File: src/rtl/store_uart_tx.sv
// store_uart_tx: memory-mapped store-to-UART transmitter.
// Stores to MMIO_ADDR are queued in a small byte FIFO. Each byte is sent
// LSB first on tx as an 8N1 frame, and frames run back-to-back while data
// is waiting. Stores that arrive while the FIFO is full are dropped and
// counted in drop_count, which saturates at 255.
// Optional build macro: STORE_UART_PARITY_EN adds an even-parity bit (8E1).
module store_uart_tx #(
    parameter logic [31:0] MMIO_ADDR    = 32'hFFFF_FF00,
    parameter int          CLKS_PER_BIT = 4,
    parameter int          FIFO_DEPTH   = 8
) (
    input  logic        clk,
    input  logic        reset,
    input  logic        MemWrite,
    input  logic [31:0] DataAdr,
    input  logic [31:0] WriteData,
    output logic        tx,
    output logic        busy,
    output logic        fifo_full,
    output logic [7:0]  drop_count
);
    localparam int              PW         = $clog2(FIFO_DEPTH);
    localparam int              CW         = PW + 1;
    localparam logic [15:0]     TICK_LAST  = 16'(CLKS_PER_BIT - 1);
    localparam logic [CW-1:0]   COUNT_FULL = CW'(FIFO_DEPTH);

`ifdef STORE_UART_PARITY_EN
    typedef enum logic [2:0] {S_IDLE, S_START, S_DATA, S_PARITY, S_STOP} state_t;
`else
    typedef enum logic [1:0] {S_IDLE, S_START, S_DATA, S_STOP} state_t;
`endif

    state_t          r_state;
    state_t          w_state_next;

    logic [7:0]      r_mem [FIFO_DEPTH];
    logic [PW-1:0]   r_wr_ptr;
    logic [PW-1:0]   r_rd_ptr;
    logic [CW-1:0]   r_count;
    logic [CW-1:0]   w_count_next;

    logic [7:0]      r_shift;
    logic [15:0]     r_tick;
    logic [2:0]      r_bit;
    logic            r_tx;
    logic            r_busy;
    logic            r_fifo_full;
    logic [7:0]      r_drop_count;
`ifdef STORE_UART_PARITY_EN
    logic            r_parity;
`endif

    logic            w_push_req;
    logic            w_fifo_empty;
    logic            w_fifo_is_full;
    logic            w_push;
    logic            w_drop;
    logic            w_pop;
    logic            w_tick_done;
    logic            w_tx_next;

    // The full test uses the count from before the edge, so a store that
    // meets a full FIFO is dropped even if a pop happens on the same edge.
    assign w_push_req     = MemWrite && (DataAdr == MMIO_ADDR);
    assign w_fifo_empty   = (r_count == '0);
    assign w_fifo_is_full = (r_count == COUNT_FULL);
    assign w_push         = w_push_req && !w_fifo_is_full;
    assign w_drop         = w_push_req && w_fifo_is_full;
    assign w_tick_done    = (r_tick == TICK_LAST);

    assign tx         = r_tx;
    assign busy       = r_busy;
    assign fifo_full  = r_fifo_full;
    assign drop_count = r_drop_count;

    // FSM state register
    always_ff @(posedge clk) begin
        if (reset) r_state <= S_IDLE;
        else       r_state <= w_state_next;
    end

    // FSM next-state logic: one bit period per state step, 8 data bits
    always_comb begin
        w_state_next = r_state;
        case (r_state)
            S_IDLE:   if (!w_fifo_empty) w_state_next = S_START;
            S_START:  if (w_tick_done)   w_state_next = S_DATA;
`ifdef STORE_UART_PARITY_EN
            S_DATA:   if (w_tick_done && r_bit == 3'd7) w_state_next = S_PARITY;
            S_PARITY: if (w_tick_done)   w_state_next = S_STOP;
`else
            S_DATA:   if (w_tick_done && r_bit == 3'd7) w_state_next = S_STOP;
`endif
            S_STOP:   if (w_tick_done)   w_state_next = w_fifo_empty ? S_IDLE : S_START;
            default:  w_state_next = S_IDLE;
        endcase
    end

    // FSM outputs: pop strobe and the line level for the next cycle
    always_comb begin
        w_pop     = !w_fifo_empty &&
                    ((r_state == S_IDLE) || (r_state == S_STOP && w_tick_done));
        w_tx_next = 1'b1;
        case (w_state_next)
            S_START:  w_tx_next = 1'b0;
            // Entering DATA the shifter already holds bit 0; at each later
            // bit boundary the next bit is the one about to shift down.
            S_DATA:   w_tx_next = (r_state == S_DATA && w_tick_done) ? r_shift[1] : r_shift[0];
`ifdef STORE_UART_PARITY_EN
            S_PARITY: w_tx_next = r_parity;
`endif
            default:  w_tx_next = 1'b1;
        endcase
    end

    // FIFO occupancy after simultaneous push/pop
    always_comb begin
        w_count_next = r_count;
        if (w_push && !w_pop)      w_count_next = r_count + CW'(1);
        else if (!w_push && w_pop) w_count_next = r_count - CW'(1);
    end

    // FIFO storage: plain array written on accepted stores
    always_ff @(posedge clk) begin
        if (w_push) r_mem[r_wr_ptr] <= WriteData[7:0];
    end

    // Datapath: pointers, shifter, bit timing and registered outputs
    always_ff @(posedge clk) begin
        if (reset) begin
            r_wr_ptr     <= '0;
            r_rd_ptr     <= '0;
            r_count      <= '0;
            r_shift      <= '0;
            r_tick       <= '0;
            r_bit        <= '0;
            r_tx         <= 1'b1;
            r_busy       <= 1'b0;
            r_fifo_full  <= 1'b0;
            r_drop_count <= '0;
`ifdef STORE_UART_PARITY_EN
            r_parity     <= 1'b0;
`endif
        end else begin
            if (w_push) r_wr_ptr <= r_wr_ptr + PW'(1);
            if (w_pop) begin
                r_rd_ptr <= r_rd_ptr + PW'(1);
                r_shift  <= r_mem[r_rd_ptr];
`ifdef STORE_UART_PARITY_EN
                r_parity <= ^r_mem[r_rd_ptr];
`endif
            end else if (r_state == S_DATA && w_tick_done) begin
                r_shift <= {1'b0, r_shift[7:1]};
            end
            r_count <= w_count_next;

            // Tick counter restarts at every bit boundary and idles at zero
            r_tick <= (r_state == S_IDLE || w_tick_done) ? '0 : r_tick + 16'd1;

            if (r_state == S_START)                    r_bit <= '0;
            else if (r_state == S_DATA && w_tick_done) r_bit <= r_bit + 3'd1;

            r_tx        <= w_tx_next;
            r_busy      <= (w_state_next != S_IDLE) || (w_count_next != '0);
            r_fifo_full <= (w_count_next == COUNT_FULL);

            if (w_drop && r_drop_count != 8'hFF) r_drop_count <= r_drop_count + 8'd1;
        end
    end
endmodule

File: config.mk
export PLATFORM = sky130hd
export DESIGN_NAME = store_uart_tx
export DESIGN_NICKNAME = d
export VERILOG_FILES = /design/src/rtl/store_uart_tx.sv
export SDC_FILE = /design/constraint.sdc
export NUM_CORES = 1
export LEC_CHECK = 0
export BUFFER_PORTS_ARGS = -buffer_cell sky130_fd_sc_hd__buf_4
export CELL_PAD_IN_SITES_DETAIL_PLACEMENT = 0
export CELL_PAD_IN_SITES_GLOBAL_PLACEMENT = 1
export CORE_MARGIN = 2
export CORE_UTILIZATION = 45
export DETAILED_ROUTE_END_ITERATION = 8
export PLACE_DENSITY_LB_ADDON = 0.15
export SYNTH_ARGS = -nofsm -noshare
export SYNTH_HDL_FRONTEND = slang
export SYNTH_SLANG_ARGS = --single-unit
File: constraint.sdc
create_clock -name clk -period 3.5 [get_ports clk]
set_input_delay 0.35 -clock clk [delete_from_list [all_inputs] [get_ports clk]]
set_output_delay 0.35 -clock clk [all_outputs]
set_load 0.01 [all_outputs]
; Word-level counts from Yosys, hierarchy flattened
; Memories as Yosys holds them, arrays and structs flattened. A register that Yosys moved wholly into a read port is not among the register bits.
; Index checks and enable logic that the tools add are counted.
[totals]
ramBits = 64
n_memories = 1
in_bits = 67
elab_cells = 70
output_inout_bits = 11
regBits = 50
[op_classes]
reduce_logical = 24
n_addsub = 7
eq_ne = 11
n_mux = 16
[memory_table]
columns = memory, depth, word_bits, rd, rd_ports_with_merged_regs, wr, line_no
row1 = r_mem, 8, 8, 1, 1, 1, 36  ; logic [7:0] r_mem [FIFO_DEPTH];
[op_table]
columns = op, n
row1 = $eq A32 B32 Y1 const B, 1
row2 = $add A16 B1 Y16 const B, 1
row3 = $eq A16 B2 Y1 const B, 1
row4 = $mux W8, 2
row5 = $logic_and A1 B1 Y1, 10
row6 = $add A3 B1 Y3 const B, 3
row7 = $add A8 B1 Y8 const B, 1
row8 = $eq A4 B4 Y1 const B, 2
row9 = $mux W2, 4
row10 = $mux W4, 2
row11 = $ne A8 B8 Y1 const B, 1
row12 = $pmux W2 S4, 1
row13 = $eq A2 B2 Y1 const B, 3
row14 = $mux W3, 2
row15 = $add A4 B1 Y4 const B, 1
row16 = $eq A2 B1 Y1 const B, 2
row17 = $logic_not A1 Y1, 4
row18 = $logic_not A4 Y1, 1
row19 = $mux W1, 4
row20 = $reduce_bool A2 Y1, 2
row21 = $reduce_bool A4 Y1, 1
row22 = $reduce_or A2 Y1, 2
row23 = $sub A4 B1 Y4 const B, 1
row24 = $eq A3 B3 Y1 const B, 1
row25 = other kinds (3), 5

; Depth between registers and ports, before layout
; Gate-level depths: netlist of run 1.
[logic_depth]
ltp_word = 9
ltp_mapped = 9
ltp_nobuf = 8

; Worst setup path before layout of run 1
; OpenSTA, ideal clock, no wires.
[synth_path]
path_type = in2reg
startpoint = input port DataAdr[1]
endpoint = memory r_mem[1][0], enable pin
setup_slack_ps = 626
path_stages = 6
t_required_ps = 3117
n_path_buf = 1
t_arrival_ps = 2491
setup_time_ps = 383
path_cell_list = or4b_4 nor4_4 nand4b_1 buf_2 or2_2 nor3_1
[synth_between]
elab_chain_len = 5
[synth_lines]
columns = item, line_no
row1 = start: declaration, 15  ; input logic [31:0] DataAdr,
row2 = $eq A32 B32 Y1, 64  ; assign w_push_req = MemWrite && (DataAdr == MMIO_ADDR);
row3 = $logic_and A1 B1 Y1, 64
row4 = $logic_and A1 B1 Y1, 67  ; assign w_push = w_push_req && !w_fifo_is_full;
row5 = $mux W1, 125  ; if (w_push) r_mem[r_wr_ptr] <= WriteData[7:0];
row6 = $mux W1 (not written as such), 125
row7 = end: declaration, 36
; No other way between the ends.

; Worst setup path after layout of run 1
[layout_path]
startpoint = register r_count[0]
endpoint = register r_fifo_full, in the netlist fifo_full
[layout_between]
elab_chain_len = 8
elab_cells_between_ends = 15
cone_classes = add/sub: 2 / eq/ne: 2 / mux: 2 / reduce/logical: 9
[layout_lines]
columns = item, line_no
row1 = start: declaration, 39  ; logic [CW-1:0] r_count;
row2 = start signal: assignment, 155  ; r_count <= w_count_next;
row3 = $eq A4 B4 Y1, 66  ; assign w_fifo_is_full = (r_count == COUNT_FULL);
row4 = $logic_not A1 Y1, 67
row5 = $logic_and A1 B1 Y1, 67
row6 = $logic_not A1 Y1, 120  ; else if (!w_push && w_pop) w_count_next = r_count - CW'(1);
row7 = $logic_and A1 B1 Y1, 120
row8 = $mux W4, 120
row9 = $mux W4 (*), 119  ; if (w_push && !w_pop) w_count_next = r_count + CW'(1);
row10 = $eq A4 B4 Y1 (*), 165  ; r_fifo_full <= (w_count_next == COUNT_FULL);
row11 = end signal: assignment, 165
row12 = end: declaration, 47  ; logic r_fifo_full;
; Mark *: on every way between the ends. The rest lies on a longest branch, timed or not.
; A chain may end at the register's enable or synchronous reset.

==> results of run 1 <==
==> logic make-up after synthesis <==
| family | count (synthesis) | share of synthesized area |
|---|---|---|
| AND/OR/NAND/NOR | 154 | 0.162 |
| flip-flops | 117 | 0.603 |
| XOR/XNOR | 24 | 0.0425 |
| adder cells (fa/ha/maj) | 9 | 0.0223 |
| multiplexers | 25 | 0.0911 |
| AO/OA/AOI/OAI | 43 | 0.0600 |
| buffers and inverters | 24 | 0.0192 |
==> per-stage QoR <==
stage          setup WS (ns)  total power (W)
2_1_floorplan          0.626          0.00149
3_5_place_dp           0.788          0.00154
4_1_cts                0.800          0.00307
3_3_place_gp           0.787          0.00154
5_1_grt                0.666          0.00314
6_report               0.790          0.00304
==> where the power goes <==
part           internal [W]  total [W]  switching, W
Clock              0.000930    0.00153      0.000599
Sequential          0.00145    0.00145    0.00000225
Combinational     0.0000348  0.0000587     0.0000239
==> final cells by class <==
cell class | instances | area, sq um | area share
Timing Repair Buffer | 65 | 488 | 0.0802
Sequential cell | 117 | 2980 | 0.490
Multi-Input combinational cell | 255 | 1870 | 0.307
Clock inverter | 13 | 111 | 0.0183
Clock buffer | 18 | 418 | 0.0687
Inverter | 11 | 41.3 | 0.00679
Tap cell | 140 | 175 | 0.0288
==> metal layers <==
metal / part of all wire / up-vias / global-route usage
li1: - / 1634 / -
met1: 0.46 / 1575 / 0.223
met2: 0.49 / 60 / 0.300
met3: 0.037 / 7 / 0.0496
met4: 0.0095 / 0 / 0.0733
met5: 0 / - / 0
==> state kept, by name, indices dropped and copies added, names as in the netlist, named ones only <==
| register | count |
|---|---|
| r_bit | 3 |
| fifo_full | 1 |
| r_rd_ptr | 3 |
| busy | 1 |
| tx | 1 |
| r_count | 4 |
| r_wr_ptr | 3 |
| r_mem | 64 |
| r_tick | 16 |
| drop_count | 8 |
| r_state | 2 |
| r_shift | 8 |
==> cell usage in the layout (no fill, tap or decap), drive strengths merged, types with 2 or more instances in the layout <==
| master | synthesis | layout |
|---|---|---|
| a211oi | 6 | 6 |
| a21oi | 11 | 11 |
| a221oi | 7 | 7 |
| a31oi | 3 | 3 |
| and3 | 8 | 8 |
| and4 | 3 | 3 |
| buf | 5 | 65 |
| clkbuf | 8 | 18 |
| clkinv | 0 | 6 |
| clkinvlp | 0 | 5 |
| dfxtp | 53 | 53 |
| edfxtp | 64 | 64 |
| ha | 8 | 8 |
| inv | 11 | 12 |
| mux2i | 9 | 9 |
| mux4 | 16 | 16 |
| nand2 | 22 | 22 |
| nand2b | 5 | 5 |
| nand3 | 12 | 12 |
| nand4 | 9 | 9 |
| nand4b | 3 | 3 |
| nor2 | 59 | 59 |
| nor2b | 2 | 2 |
| nor3 | 9 | 9 |
| nor3b | 2 | 2 |
| nor4 | 7 | 7 |
| nor4b | 3 | 3 |
| o21ai | 6 | 6 |
| o31ai | 2 | 2 |
| or2 | 3 | 3 |
| or3 | 4 | 4 |
| xnor2 | 18 | 18 |
| xor2 | 6 | 6 |
==> path summary, 6_finish.rpt <==
check,start,to,slack [ns]
worst min-delay path,WriteData[2],r_mem[6][2]$_DFFE_PP_,0.07
worst min register to register,r_tick[0]$_SDFF_PP0_,r_tick[0]$_SDFF_PP0_,0.46
worst max-delay path,r_count[0]$_SDFF_PP0_,fifo_full$_SDFF_PP0_,0.79
worst max register to register,r_count[0]$_SDFF_PP0_,fifo_full$_SDFF_PP0_,0.79
==> results.md, run 1 <==
- The die footprint is between 0.01 and 0.015 sq mm.
- Setup violations remaining at the end of the flow were counted as 0.
- The most used flip-flop cell after synthesis is sky130_fd_sc_hd__edfxtp_1.
- The number of max-slew violations in the final report came to 0.
- The die height is between 100 and 150 um.
- The I/O pin count is 78.
- The clock tree root driver cell is sky130_fd_sc_hd__clkbuf_8.
- For the pin with the worst max-slew slack, the measured transition is approximately 0.73 ns.
- The worst hold slack is just over 0.07 ns.
- For the final routed database, the setup TNS stands at 0 ns.
- For the worst flop-to-flop path, the logic depth is 8.
- Max-cap violations in this run came to 0.
- The biggest cell delay along the critical path is 0.51 ns.
- The number of antenna diodes in the final layout is 0.
- The area growth from synthesis to layout is 23.0%.
- The number of inserted filler cells in the final layout is 895.
- Once the clock tree was built, the resizer swapped 0 gates to a different size.
- In the global route stage, overall resource usage came out at 0.180.
- The critical path goes through inv_1 -> ha_1 -> or3b_2 -> and3_1 -> a31o_2 -> or3_1 -> and3_4 -> o2111a_1.
- The count of non-filler cells in the finished layout is 619.
- The clock network latency to the later pin of the worst-skew pair is just over 0.5 ns.
- The wire length after detailed routing is about 9700 um.
- The total area inside the core boundary comes to between 0.01 and 0.015 sq mm.
- The startpoint class of the critical path is a flip-flop.
- In the final routed layout, each cell accounts on average for 15.6 um.
- Yosys mapped the design onto 47 distinct sky130hd cell types.
- The count of endpoints failing hold in the final timing report is 0.
- The category of the worst setup path capture point is a flip-flop.
- In this run the number of cells on the critical path is 8.
- TritonCTS built the clock tree.
- For the worst setup path, the data arrival time is 3.10 ns.
- The maximum number of pins on one net before global-route repair is 32.
- The run finished with clean final reports.
- The congestion estimate from routability-driven global placement came to between 0.7 and 0.8.
- The buffer and inverter count on the worst path is 1.
- The final layout contains 542 nets.
- The routed layout has 3276 vias.
- After synthesis, the share of flip-flops with an asynchronous set or reset is 0.
- In the synthesized netlist, the number of instances is about 400.
- The remaining global-route overflow is 0.
- The largest fanout on the critical path is 13.
- The placed instance area is approximately 0.0056 sq mm.
- The tightest min-delay check is of the primary input to flip-flop type.
- The hold buffer count at CTS is 0.
- The first global-routing pass estimated approximately 16000 um of wire.
- By count the netlist is led by sky130_fd_sc_hd__edfxtp_1, sky130_fd_sc_hd__nor2_1, sky130_fd_sc_hd__dfxtp_1.
- Of the available clock period, the critical path in the final layout requires 0.774.
- The total setup buffers inserted after CTS is 0.
- The data required time at the worst endpoint is 3.89 ns.
- The most numerous cell in the Yosys netlist is sky130_fd_sc_hd__edfxtp_1.
- The number of nets in the synthesized netlist is approximately 470.
- The largest individual stage delay along the critical path comes from the cell sky130_fd_sc_hd__or3b_2.
- The total half-perimeter wirelength after legalization and detailed placement is about 6300 um.
- The minimum period implied by the final worst setup slack is between 2 and 3 ns.
- The clock passes through at most 2 buffers.
- Dividing the detail-routed via count by the number of cells gives between 5 and 6.
- The area of the mapped netlist is slightly below 0.005 sq mm.
- For this block, the initial DRC count from the detailed router was about 180.
- The core utilization of the finished layout is 0.564.
- The worst-case IR drop observed on VDD is approximately 0.42 mV.
- The power density normalized to cell area is ~500 mW/mm^2.
- The share of synthesized area in the top cell type comes to 0.389.
- The die extent in x is around 110 um.
- Once detail routing completed, the nets flagged for antenna violations numbered 0.
- The class of the most critical setup path is flip-flop to flip-flop.
- By area the synthesized netlist is led by sky130_fd_sc_hd__edfxtp_1, sky130_fd_sc_hd__dfxtp_1, sky130_fd_sc_hd__mux4_2, sky130_fd_sc_hd__nor2_1, sky130_fd_sc_hd__xnor2_1.
- The effective utilization at floorplan is 0.458.
- sky130_fd_sc_hd__edfxtp_1 takes more of the synthesized area than any other cell.
- Of the cells placed in the final design, the portion with a size suffix greater than 1 is 0.246.
- The total placed cells including tap cells is between 500 and 600.
- The share of the Yosys chip area taken by registers is 0.603.
- The number of warnings issued by yosys is 0.
- The mean area per synthesized cell is 12.5 sq um.
- The H-tree was split into 4 levels.
- The count of state elements after synthesis is approximately 120.
- The number of stages on the worst hold path is 1.
- The post-layout instance area is 0.00608 sq mm.
- The via count of the first global-routing pass is ~3200.
- The dominant delay contributor by cell family on the critical path is simple AND/OR/NAND/NOR gates.
- After detailed routing, the number of remaining DRC violations is 0.
- The initial antenna violation count was 0.
- Clock tree synthesis found a total of approximately 120 sinks.
- Yosys mapped a number of flops with a built-in enable equal to 64.
- Port buffering added 53 buffers.
- In this run the static leakage power is approximately 2.1 nW.
- Setup repair after global routing left no endpoint under its margin.
- Clock-pin slew was measured on the worst setup and hold paths at roughly 0.060 ns.
- Based on the critical path, the design can be clocked at up to 0.369 GHz.
- After floorplanning, the core was divided into 38 placement rows.
- The first TritonRoute pass finished after 4 iterations.
- Across the routed clock network, the largest skew measured is slightly below 0.01 ns.
- The total CTS buffers is 17.
- In this run the tightest slew margin relative to its limit is 0.510.
Power figures use the tool's default switching activity.
==> inputs of run 2 (changes only) <==
ABC_AREA = 1   (was not set)
CORE_UTILIZATION = 43   (was 45)
clock period = 2.5 ns   (was 3.5 ns; I/O delays follow)
==> run 2 against run 1 <==
Sequential share of layout area is 3.2 points lower. Largest cell class unchanged. Sequential cell count stayed put. Wire length is 19% higher. Global-route usage is 0.51 points higher. Non-clock buffer count stayed put. Critical endpoint is now r_mem[2][6]$_DFFE_PP_. Via count is 25% higher. Synthesized area is 7.8% higher. Total power is 92% higher. Highest routed layer unchanged. Clock skew is 0.0059 ns higher. Combinational power grew to 23 times the previous value. First-iteration DRC count is 69% higher.
==> results.md, run 2 <==
- The clock input transition at the sequential cells of the worst setup and hold paths is 0.06 ns (about the same).
- The area growth from synthesis to layout is 22.0% (was 23.0%).
- The fraction of post-synthesis cell area in the top cell type by area is 0.360 (was 0.389).
- The setup skew after layout is 0.0157 ns (was 0.00981 ns).
- The most numerous cell in the Yosys netlist is sky130_fd_sc_hd__nand2_1 (was sky130_fd_sc_hd__edfxtp_1).
- The final net count is 719 (was 542).
- The most frequent standard cell in the layout excluding fill and tap cells is sky130_fd_sc_hd__nand2_1 (was sky130_fd_sc_hd__buf_4).
- The number of buffers on the longest clock path is 2 (unchanged).
- The synthesized net count came to 650 (was 471).
- The placed instance area came to 0.00597 sq mm (was 0.00556 sq mm).
- The leakage power figure is 2.52 nW (was 2.08 nW).
- The maximum number of pins on one net before global-route repair is 33 (was 32).
- The via count of the first global-routing pass is 3943 (was 3232).
- The distinct cell type count after synthesis was 42 (was 47).
- The largest fanout on the critical path is 8 (was 13).
- The effective utilization at floorplan is 0.442 (was 0.458).
- The switching share of total power is 0.309 (was 0.206).
- The core region area is 0.0121 sq mm (was 0.0108 sq mm).
- The dominant synthesized flop cell is sky130_fd_sc_hd__edfxtp_1 (unchanged).
- The maximum vdd drop is 0.388 mV (was 0.417 mV).
- The CTS tree is built (unchanged).
- The sequential share of the synthesized area is 0.559 (was 0.603).
- The portion of total power attributed to combinational logic came to 0.235 (was 0.019).
- The top cell type by total area after synthesis is sky130_fd_sc_hd__edfxtp_1 (unchanged).
- The post-route DRC violation count is 0 (unchanged).
- The initial antenna violation count is 0 (unchanged).
- The first-pass iteration count of the detailed router is 4 (unchanged).
- Largest registers ranked by flip-flop count: r_mem (64), r_tick (16) (unchanged).
- The total half-perimeter wirelength after legalization and detailed placement is 8100 um (was 6340 um).
- The count of endpoints failing hold in the final timing report was 0 (unchanged).
- The final setup violation count came to 0 (unchanged).
- The hold buffer count at CTS is 0 (unchanged).
- The register with the highest flop count is r_mem (unchanged).
- The global placer's final weighted congestion was 0.756 (was 0.764).
- The first-pass GRT wire length came to 18800 um (was 15900 um).
- The number of max-capacitance violations reported is 0 (unchanged).
- The clock tree root driver cell is sky130_fd_sc_hd__clkbuf_16 (was sky130_fd_sc_hd__clkbuf_8).
- The final cycle utilization of the critical path came to 0.831 (was 0.774).
- The global-route total usage across every layer is 0.185 (was 0.180).
- The capture endpoint of the worst hold path is r_mem[7][2]$_DFFE_PP_ (was r_mem[6][2]$_DFFE_PP_).
- The worst min-delay path category is primary input to flip-flop (unchanged).
- The clock network latency to the later pin of the worst-skew pair came to 0.41 ns (was 0.51 ns).
- The startpoint class of the critical path is a flip-flop (unchanged).
- The number of stages on the worst hold path is 1 (unchanged).
- The average wire length per cell after detail routing was 14.0 um (was 15.6 um).
- The net switching power of the design is 0.00180 W (was 0.000625 W).
- The iteration-0 DRC count of the detailed router is 303 (was 179).
- The tightest slew margin relative to the limit is 0.540 (was 0.510).
- The portion of total power attributed to the clock network is 0.377 (was 0.503).
- The portion of total power attributed to sequential cells is 0.387 (was 0.478).
- The number of inserted diodes is 0 (unchanged).
- The count of instances resized after the clock tree is built is 0 (unchanged).
- Outcome: finished clean (unchanged).
- The die height is 115 um (was 109 um).
- The post-layout instance area is 0.00651 sq mm (was 0.00608 sq mm).
- The total setup buffers inserted after CTS was 0 (unchanged).
- The mean area per synthesized cell was 9.28 sq um (was 12.5 sq um).
- The data required time at the worst endpoint is 2.60 ns (was 3.89 ns).
- The detail-routed via count per cell came to 4.95 (was 5.29).
- The die footprint was 0.0133 sq mm (was 0.0118 sq mm).
- The level count of the clock H-tree was 4 (unchanged).
- The share of synthesized flip-flops with an asynchronous set or reset was 0 (unchanged).
- The wire length after detailed routing was 11600 um (was 9680 um).
- Biggest area contributors in the synthesized netlist: sky130_fd_sc_hd__edfxtp_1, sky130_fd_sc_hd__dfxtp_1, sky130_fd_sc_hd__nand2_1, sky130_fd_sc_hd__inv_1, sky130_fd_sc_hd__nor2_1 (was sky130_fd_sc_hd__edfxtp_1, sky130_fd_sc_hd__dfxtp_1, sky130_fd_sc_hd__mux4_2, sky130_fd_sc_hd__nor2_1, sky130_fd_sc_hd__xnor2_1).
- The via count of the routed design is 4087 (was 3276).
- The category of the worst setup path capture point is a flip-flop (unchanged).
- The origin of the critical flop-to-flop path is r_count[0]$_SDFF_PP0_ (unchanged).
- The gate count after technology mapping came to 575 (was 396).
- The power density normalized to cell area was 896 mW/mm^2 (was 500 mW/mm^2).
- The terminus of the critical flop-to-flop path was r_mem[2][6]$_DFFE_PP_ (was fifo_full$_SDFF_PP0_).
- The remaining global-route overflow was 0 (unchanged).
- The number of max-slew violations in the final report was 0 (unchanged).
- The fraction of final layout cells with drive strength greater than 1 is 0.189 (was 0.246).
- The count of input and output buffers is 53 (unchanged).
- The I/O pin count was 78 (unchanged).
- The data arrival time of the critical path is 2.18 ns (was 3.10 ns).
- The area of the mapped netlist is 0.00533 sq mm (was 0.00495 sq mm).
- The minimum period implied by the final worst setup slack is 2.08 ns (was 2.71 ns).
- The number of enable flip-flop cells after synthesis is 64 (unchanged).
- The transition time at the pin with the least slew margin is 0.689 ns (was 0.735 ns).
- The maximum clock rate came to 0.481 GHz (was 0.369 GHz).
- The cell-internal power is 0.00403 W (was 0.00242 W).
- Top post-synthesis cells by count: sky130_fd_sc_hd__nand2_1, sky130_fd_sc_hd__inv_1, sky130_fd_sc_hd__nor2_1 (was sky130_fd_sc_hd__edfxtp_1, sky130_fd_sc_hd__nor2_1, sky130_fd_sc_hd__dfxtp_1).
- The total CTS buffers was 17 (unchanged).
- Most frequent cells in the layout: sky130_fd_sc_hd__nand2_1, sky130_fd_sc_hd__inv_1, sky130_fd_sc_hd__nor2_1 (was sky130_fd_sc_hd__buf_4, sky130_fd_sc_hd__edfxtp_1, sky130_fd_sc_hd__nor2_1).
- The residual antenna-violating net count after detailed routing is 0 (unchanged).
- The class of the most critical setup path is flip-flop to flip-flop (unchanged).
- The number of flip-flops under the largest register name was 64 (unchanged).
- The cell depth of the worst flop-to-flop path is 8 (unchanged).
- The count of state elements after synthesis is 117 (unchanged).
- RSZ-0062 raised after global routing: no (unchanged).
- The clock sink total was 117 (unchanged).
- The total negative slack for setup checks was 0 ns (unchanged).
- The number of warnings issued by yosys was 0 (unchanged).
- The worst-case register-to-register setup slack is 0.42 ns (was 0.79 ns).
- The die extent in x is 115 um (was 109 um).
- The row count is 40 (was 38).
- The start point of the worst min-delay path is WriteData[2] (unchanged).
## run 2: cell count changes in the layout (fill, tap and decap cells not counted), moves of 6 or more
| cell | before | now |
|---|---|---|
| sky130_fd_sc_hd__nand2_1 | 22 | 89 |
| sky130_fd_sc_hd__nand3_1 | 12 | 30 |
| sky130_fd_sc_hd__inv_1 | 11 | 69 |
| sky130_fd_sc_hd__nor2_1 | 59 | 69 |
| sky130_fd_sc_hd__a221oi_1 | 7 | 0 |
| sky130_fd_sc_hd__a21oi_1 | 11 | 33 |
| sky130_fd_sc_hd__and3_1 | 7 | 1 |
| sky130_fd_sc_hd__mux4_2 | 16 | 0 |
| sky130_fd_sc_hd__o221ai_1 | 1 | 17 |
| sky130_fd_sc_hd__o21ai_0 | 6 | 35 |
| sky130_fd_sc_hd__xnor2_1 | 18 | 2 |
| sky130_fd_sc_hd__a211oi_1 | 6 | 0 |
| sky130_fd_sc_hd__nor2_2 | 0 | 7 |
## run 2: worst max-delay path, stage by stage, from the launching register on
cell and delay, ns:
sky130_fd_sc_hd__dfxtp_1 0.37, sky130_fd_sc_hd__inv_1 0.08, sky130_fd_sc_hd__ha_1 0.24, sky130_fd_sc_hd__nand3_1 0.29, sky130_fd_sc_hd__nand2_1 0.13, sky130_fd_sc_hd__inv_1 0.13
sky130_fd_sc_hd__nand2_1 0.14, sky130_fd_sc_hd__nor3_1 0.16, sky130_fd_sc_hd__buf_4 0.23
## run 2: per-layer routing
layer | part of all wire | track usage | up-vias
met5 | 0 | 0 | -
li1 | - | - | 2113
met3 | 0.047 | 0.0522 | 4
met1 | 0.46 | 0.236 | 1889
met2 | 0.49 | 0.299 | 81
met4 | 0.0057 | 0.0731 | 0
## run 2: metrics by stage
step / cells / setup WS, ns / total power (W) / utilization / hold WS [ns]
after floorplan: 575 / 0.360 / 0.00330 / - / 0.349
after global placement: 793 / 0.441 / 0.00365 / 0.495 / 0.426
after detailed placement: 793 / 0.429 / 0.00367 / 0.495 / 0.434
after CTS: 825 / 0.409 / 0.00589 / 0.540 / 0.0576
after global routing: 825 / 0.138 / 0.00617 / 0.540 / 0.0581
final: 825 / 0.422 / 0.00583 / 0.540 / 0.0679
## run 2: cells by family (layout without fill, tap and decap cells)
| kind of cell | after synthesis | after routing | synth area share |
|---|---|---|---|
| mux | 12 | 12 | 0.0225 |
| compound gates | 98 | 98 | 0.110 |
| simple gates | 245 | 245 | 0.216 |
| fa+ha+maj | 8 | 8 | 0.0188 |
| buf+inv | 90 | 172 | 0.0652 |
| xor+xnor | 5 | 5 | 0.00821 |
| flops | 117 | 117 | 0.559 |
## run 2: how the worst max path moves through the flow
stage | cells past startpoint | endpoint | startpoint
2_1_floorplan | 7 | r_mem[0][0]$_DFFE_PP_ | r_count[0]$_SDFF_PP0_
3_3_place_gp | 8 | r_mem[2][6]$_DFFE_PP_ | r_count[0]$_SDFF_PP0_
3_5_place_dp | 8 | r_mem[2][6]$_DFFE_PP_ | r_count[0]$_SDFF_PP0_
4_1_cts | 8 | r_mem[0][5]$_DFFE_PP_ | r_count[0]$_SDFF_PP0_
5_1_grt | 8 | r_mem[6][6]$_DFFE_PP_ | r_count[0]$_SDFF_PP0_
6_report | 8 | r_mem[2][6]$_DFFE_PP_ | r_count[0]$_SDFF_PP0_
## run 2: final cells by class
class	count	area [sq um]
multi-input cells	368	2000
flip-flops and latches	117	2980
fillers	1113	5550
clock inverters	14	111
repair buffers	65	488
well taps	168	210
clock buffers	18	429
inverters	75	284
## run 2: power groups by stage
stage	logic [W]	registers [W]	clock network, W
after floorplan	0.00101	0.00229	0
after global placement	0.00135	0.00230	0
after detailed placement	0.00137	0.00230	0
after CTS	0.00139	0.00226	0.00224
after global routing	0.00155	0.00228	0.00235
final	0.00137	0.00226	0.00220
==> inputs of run 3 (changes only) <==
CORE_UTILIZATION = 39   (was 43)
clock period = 1.86 ns   (was 2.5 ns; I/O delays follow)
==> run 3 against run 2 <==
Non-clock buffer count up 31. Critical endpoint unchanged. Sequential share of layout area down 3.0 points. Design area up 7.1%.
==> results.md, run 3 (synthesis results as in run 2) <==
- Outcome: finished clean (unchanged).
- Cell-by-cell listing of the critical path: inv_1 -> ha_4 -> nand3_2 -> nand2_1 -> inv_1 -> nand2_1 -> nor3_2 -> buf_4 (was inv_1 -> ha_1 -> nand3_1 -> nand2_1 -> inv_1 -> nand2_1 -> nor3_1 -> buf_4).
- The number of buffers on the longest clock path is 2 (unchanged).
- The final net count is 750 (was 719).
- The most frequent standard cell in the layout excluding fill and tap cells is sky130_fd_sc_hd__buf_4 (was sky130_fd_sc_hd__nand2_1).
- The detail-routed via count per cell was 4.93 (was 4.95).
- The maximum number of pins on one net before global-route repair is 20 (was 33).
- The die height is 121 um (was 115 um).
- The tightest slew margin relative to the limit was 0.754 (was 0.540).
- The minimum period implied by the final worst setup slack is 1.74 ns (was 2.08 ns).
- The total CTS buffers is 17 (unchanged).
- The maximum vdd drop is 0.713 mV (was 0.388 mV).
- The power density normalized to cell area is 1200 mW/mm^2 (was 896 mW/mm^2).
- The initial antenna violation count was 0 (unchanged).
- The number of max-capacitance violations reported came to 0 (unchanged).
- Most frequent cells in the layout: sky130_fd_sc_hd__buf_4, sky130_fd_sc_hd__nand2_1, sky130_fd_sc_hd__inv_1 (was sky130_fd_sc_hd__nand2_1, sky130_fd_sc_hd__inv_1, sky130_fd_sc_hd__nor2_1).
- The clock sink total is 117 (unchanged).
- The largest fanout on the critical path is 4 (was 8).
- The die extent in x was 121 um (was 115 um).
- The met2 wire length was 5910 um (was 5660 um).
- The biggest cell delay along the critical path is 0.34 ns (was 0.37 ns).
- The leakage power figure is 2.77 nW (was 2.52 nW).
- The row count came to 42 (was 40).
- The post-route DRC violation count is 0 (unchanged).
- The via count of the first global-routing pass was 4110 (was 3943).
- The die footprint is 0.0146 sq mm (was 0.0133 sq mm).
- The final cycle utilization of the critical path is 0.934 (was 0.831).
- The register with the highest flop count is r_mem (unchanged).
- The multi-input gate area in the final layout came to 0.00215 sq mm (was 0.00200 sq mm).
- The first-pass GRT wire length is 19400 um (was 18800 um).
- The total setup buffers inserted after CTS is 0 (unchanged).
- The overall power of the completed layout is 0.00836 W (was 0.00583 W).
- The data arrival time of the critical path is 1.86 ns (was 2.18 ns).
- The core region area was 0.0133 sq mm (was 0.0121 sq mm).
- Largest registers ranked by flip-flop count: r_mem (64), r_tick (16) (unchanged).
- The iteration-0 DRC count of the detailed router is 175 (was 303).
- The residual antenna-violating net count after detailed routing is 0 (unchanged).
- The sequential cell area was 0.00299 sq mm (was 0.00298 sq mm).
- The CTS tree was built (unchanged).
- The transition time at the pin with the least slew margin was 0.366 ns (was 0.689 ns).
- The maximum clock rate is 0.576 GHz (was 0.481 GHz).
- The number of inserted diodes was 0 (unchanged).
- The class of the most critical setup path was flip-flop to flip-flop (unchanged).
- The count of input and output buffers is 53 (unchanged).
- The global placer's final weighted congestion is 0.779 (was 0.756).
- The number of max-slew violations in the final report is 0 (unchanged).
- The clock input transition at the sequential cells of the worst setup and hold paths is 0.06 ns (about the same).
- The first-pass iteration count of the detailed router is 4 (unchanged).
- The final setup violation count came to 0 (unchanged).
- The number of inserted filler cells in the final layout was 1236 (was 1113).
- The routed metal-1 wirelength is 5440 um (was 5290 um).
- The effective utilization at floorplan was 0.401 (was 0.442).
- The wire length after detailed routing is 12100 um (was 11600 um).
- The global-route total usage across every layer is 0.174 (was 0.185).
- The fraction of final layout cells with drive strength greater than 1 is 0.259 (was 0.189).
- The detailed route wirelength on metal3 is 565 um (was 543 um).
- The clock tree root driver cell is sky130_fd_sc_hd__clkbuf_16 (unchanged).
- The I/O pin count was 78 (unchanged).
- The worst min-delay path category is primary input to flip-flop (unchanged).
- The worst-path cell with the longest stage delay is sky130_fd_sc_hd__dfxtp_1 (unchanged).
- The via count of the routed design was 4257 (was 4087).
- The clock network latency to the later pin of the worst-skew pair is 0.41 ns (about the same).
- The count of endpoints failing hold in the final timing report is 0 (unchanged).
- The highest metal layer used by the detailed router is met4 (unchanged).
- The area growth from synthesis to layout is 30.7% (was 22.0%).
- The number of flip-flops under the largest register name is 64 (unchanged).
- The startpoint class of the critical path is a flip-flop (unchanged).
- The category of the worst setup path capture point is a flip-flop (unchanged).
- The core utilization of the finished layout was 0.524 (was 0.540).
- The total half-perimeter wirelength after legalization and detailed placement is 8700 um (was 8100 um).
- The average wire length per cell after detail routing was 14.0 um (about the same).
- The remaining global-route overflow is 0 (unchanged).
- The setup skew after layout is 0.00738 ns (was 0.0157 ns).
- The level count of the clock H-tree is 4 (unchanged).
- The data required time at the worst endpoint is 1.99 ns (was 2.60 ns).
-- run 3: final cells by class --
class | count | area share
clock inverter | 14 | 0.0221
clock buffer | 18 | 0.0616
inverter | 75 | 0.0407
multi-input combinational | 368 | 0.309
tap | 176 | 0.0316
sequential | 117 | 0.429
timing repair buffer | 96 | 0.107
-- run 3: worst paths after layout --
kind / startpoint / to / slack, ns / depth (start not counted)
setup / recovery: r_count[0]$_SDFF_PP0_ / r_mem[2][6]$_DFFE_PP_ / 0.12 / 8
setup reg to reg: r_count[0]$_SDFF_PP0_ / r_mem[2][6]$_DFFE_PP_ / 0.12 / 8
hold reg to reg: r_rd_ptr[2]$_SDFFE_PP0N_ / r_rd_ptr[2]$_SDFFE_PP0N_ / 0.44 / 1
hold / removal: WriteData[3] / r_mem[2][3]$_DFFE_PP_ / 0.009 / 1
-- run 3: metal layers --
metal  vias to the layer above  global-route usage
met5                         -                   0
met4                         0              0.0719
met3                        12              0.0451
met2                        84               0.289
met1                      1988               0.214
li1                       2173                   -
-- run 3: timing repair --
item,CTS,global route
pin swaps,0,6
setup endpoints to repair,39,70
resized for setup,2,23
hold buffers,4,0
endpoints found under the hold margin,32,0
-- run 3: per-stage QoR --
step | cell area (sq um) | TNS [ns] | instances | hold slack (ns) | worst slack, ns
after global placement | 6240 | -0.0686 | 828 | 0.418 | -0.0139
after detailed placement | 6240 | -0.303 | 828 | 0.425 | -0.0583
final | 6970 | 0 | 864 | 0.00935 | 0.124
after CTS | 6870 | 0 | 864 | 0.00456 | 0.00544
after global routing | 6970 | -0.0599 | 864 | 0.00185 | -0.0399
after floorplan | 5380 | -3.96 | 575 | 0.285 | -0.0765
-- run 3: power by group --
group / switching (W) / internal (W)
Clock: 0.00120 / 0.00198
Combinational: 0.00128 / 0.000862
Sequential: 0.000110 / 0.00292
Total: 0.00260 / 0.00577
-- run 3: worst max-delay path, delay by kind of cell (launching register included) --
kind	cells	cell delay, ns
simple gates	4	0.58
flops	1	0.34
buf+inv	3	0.34
fa+ha+maj	1	0.18
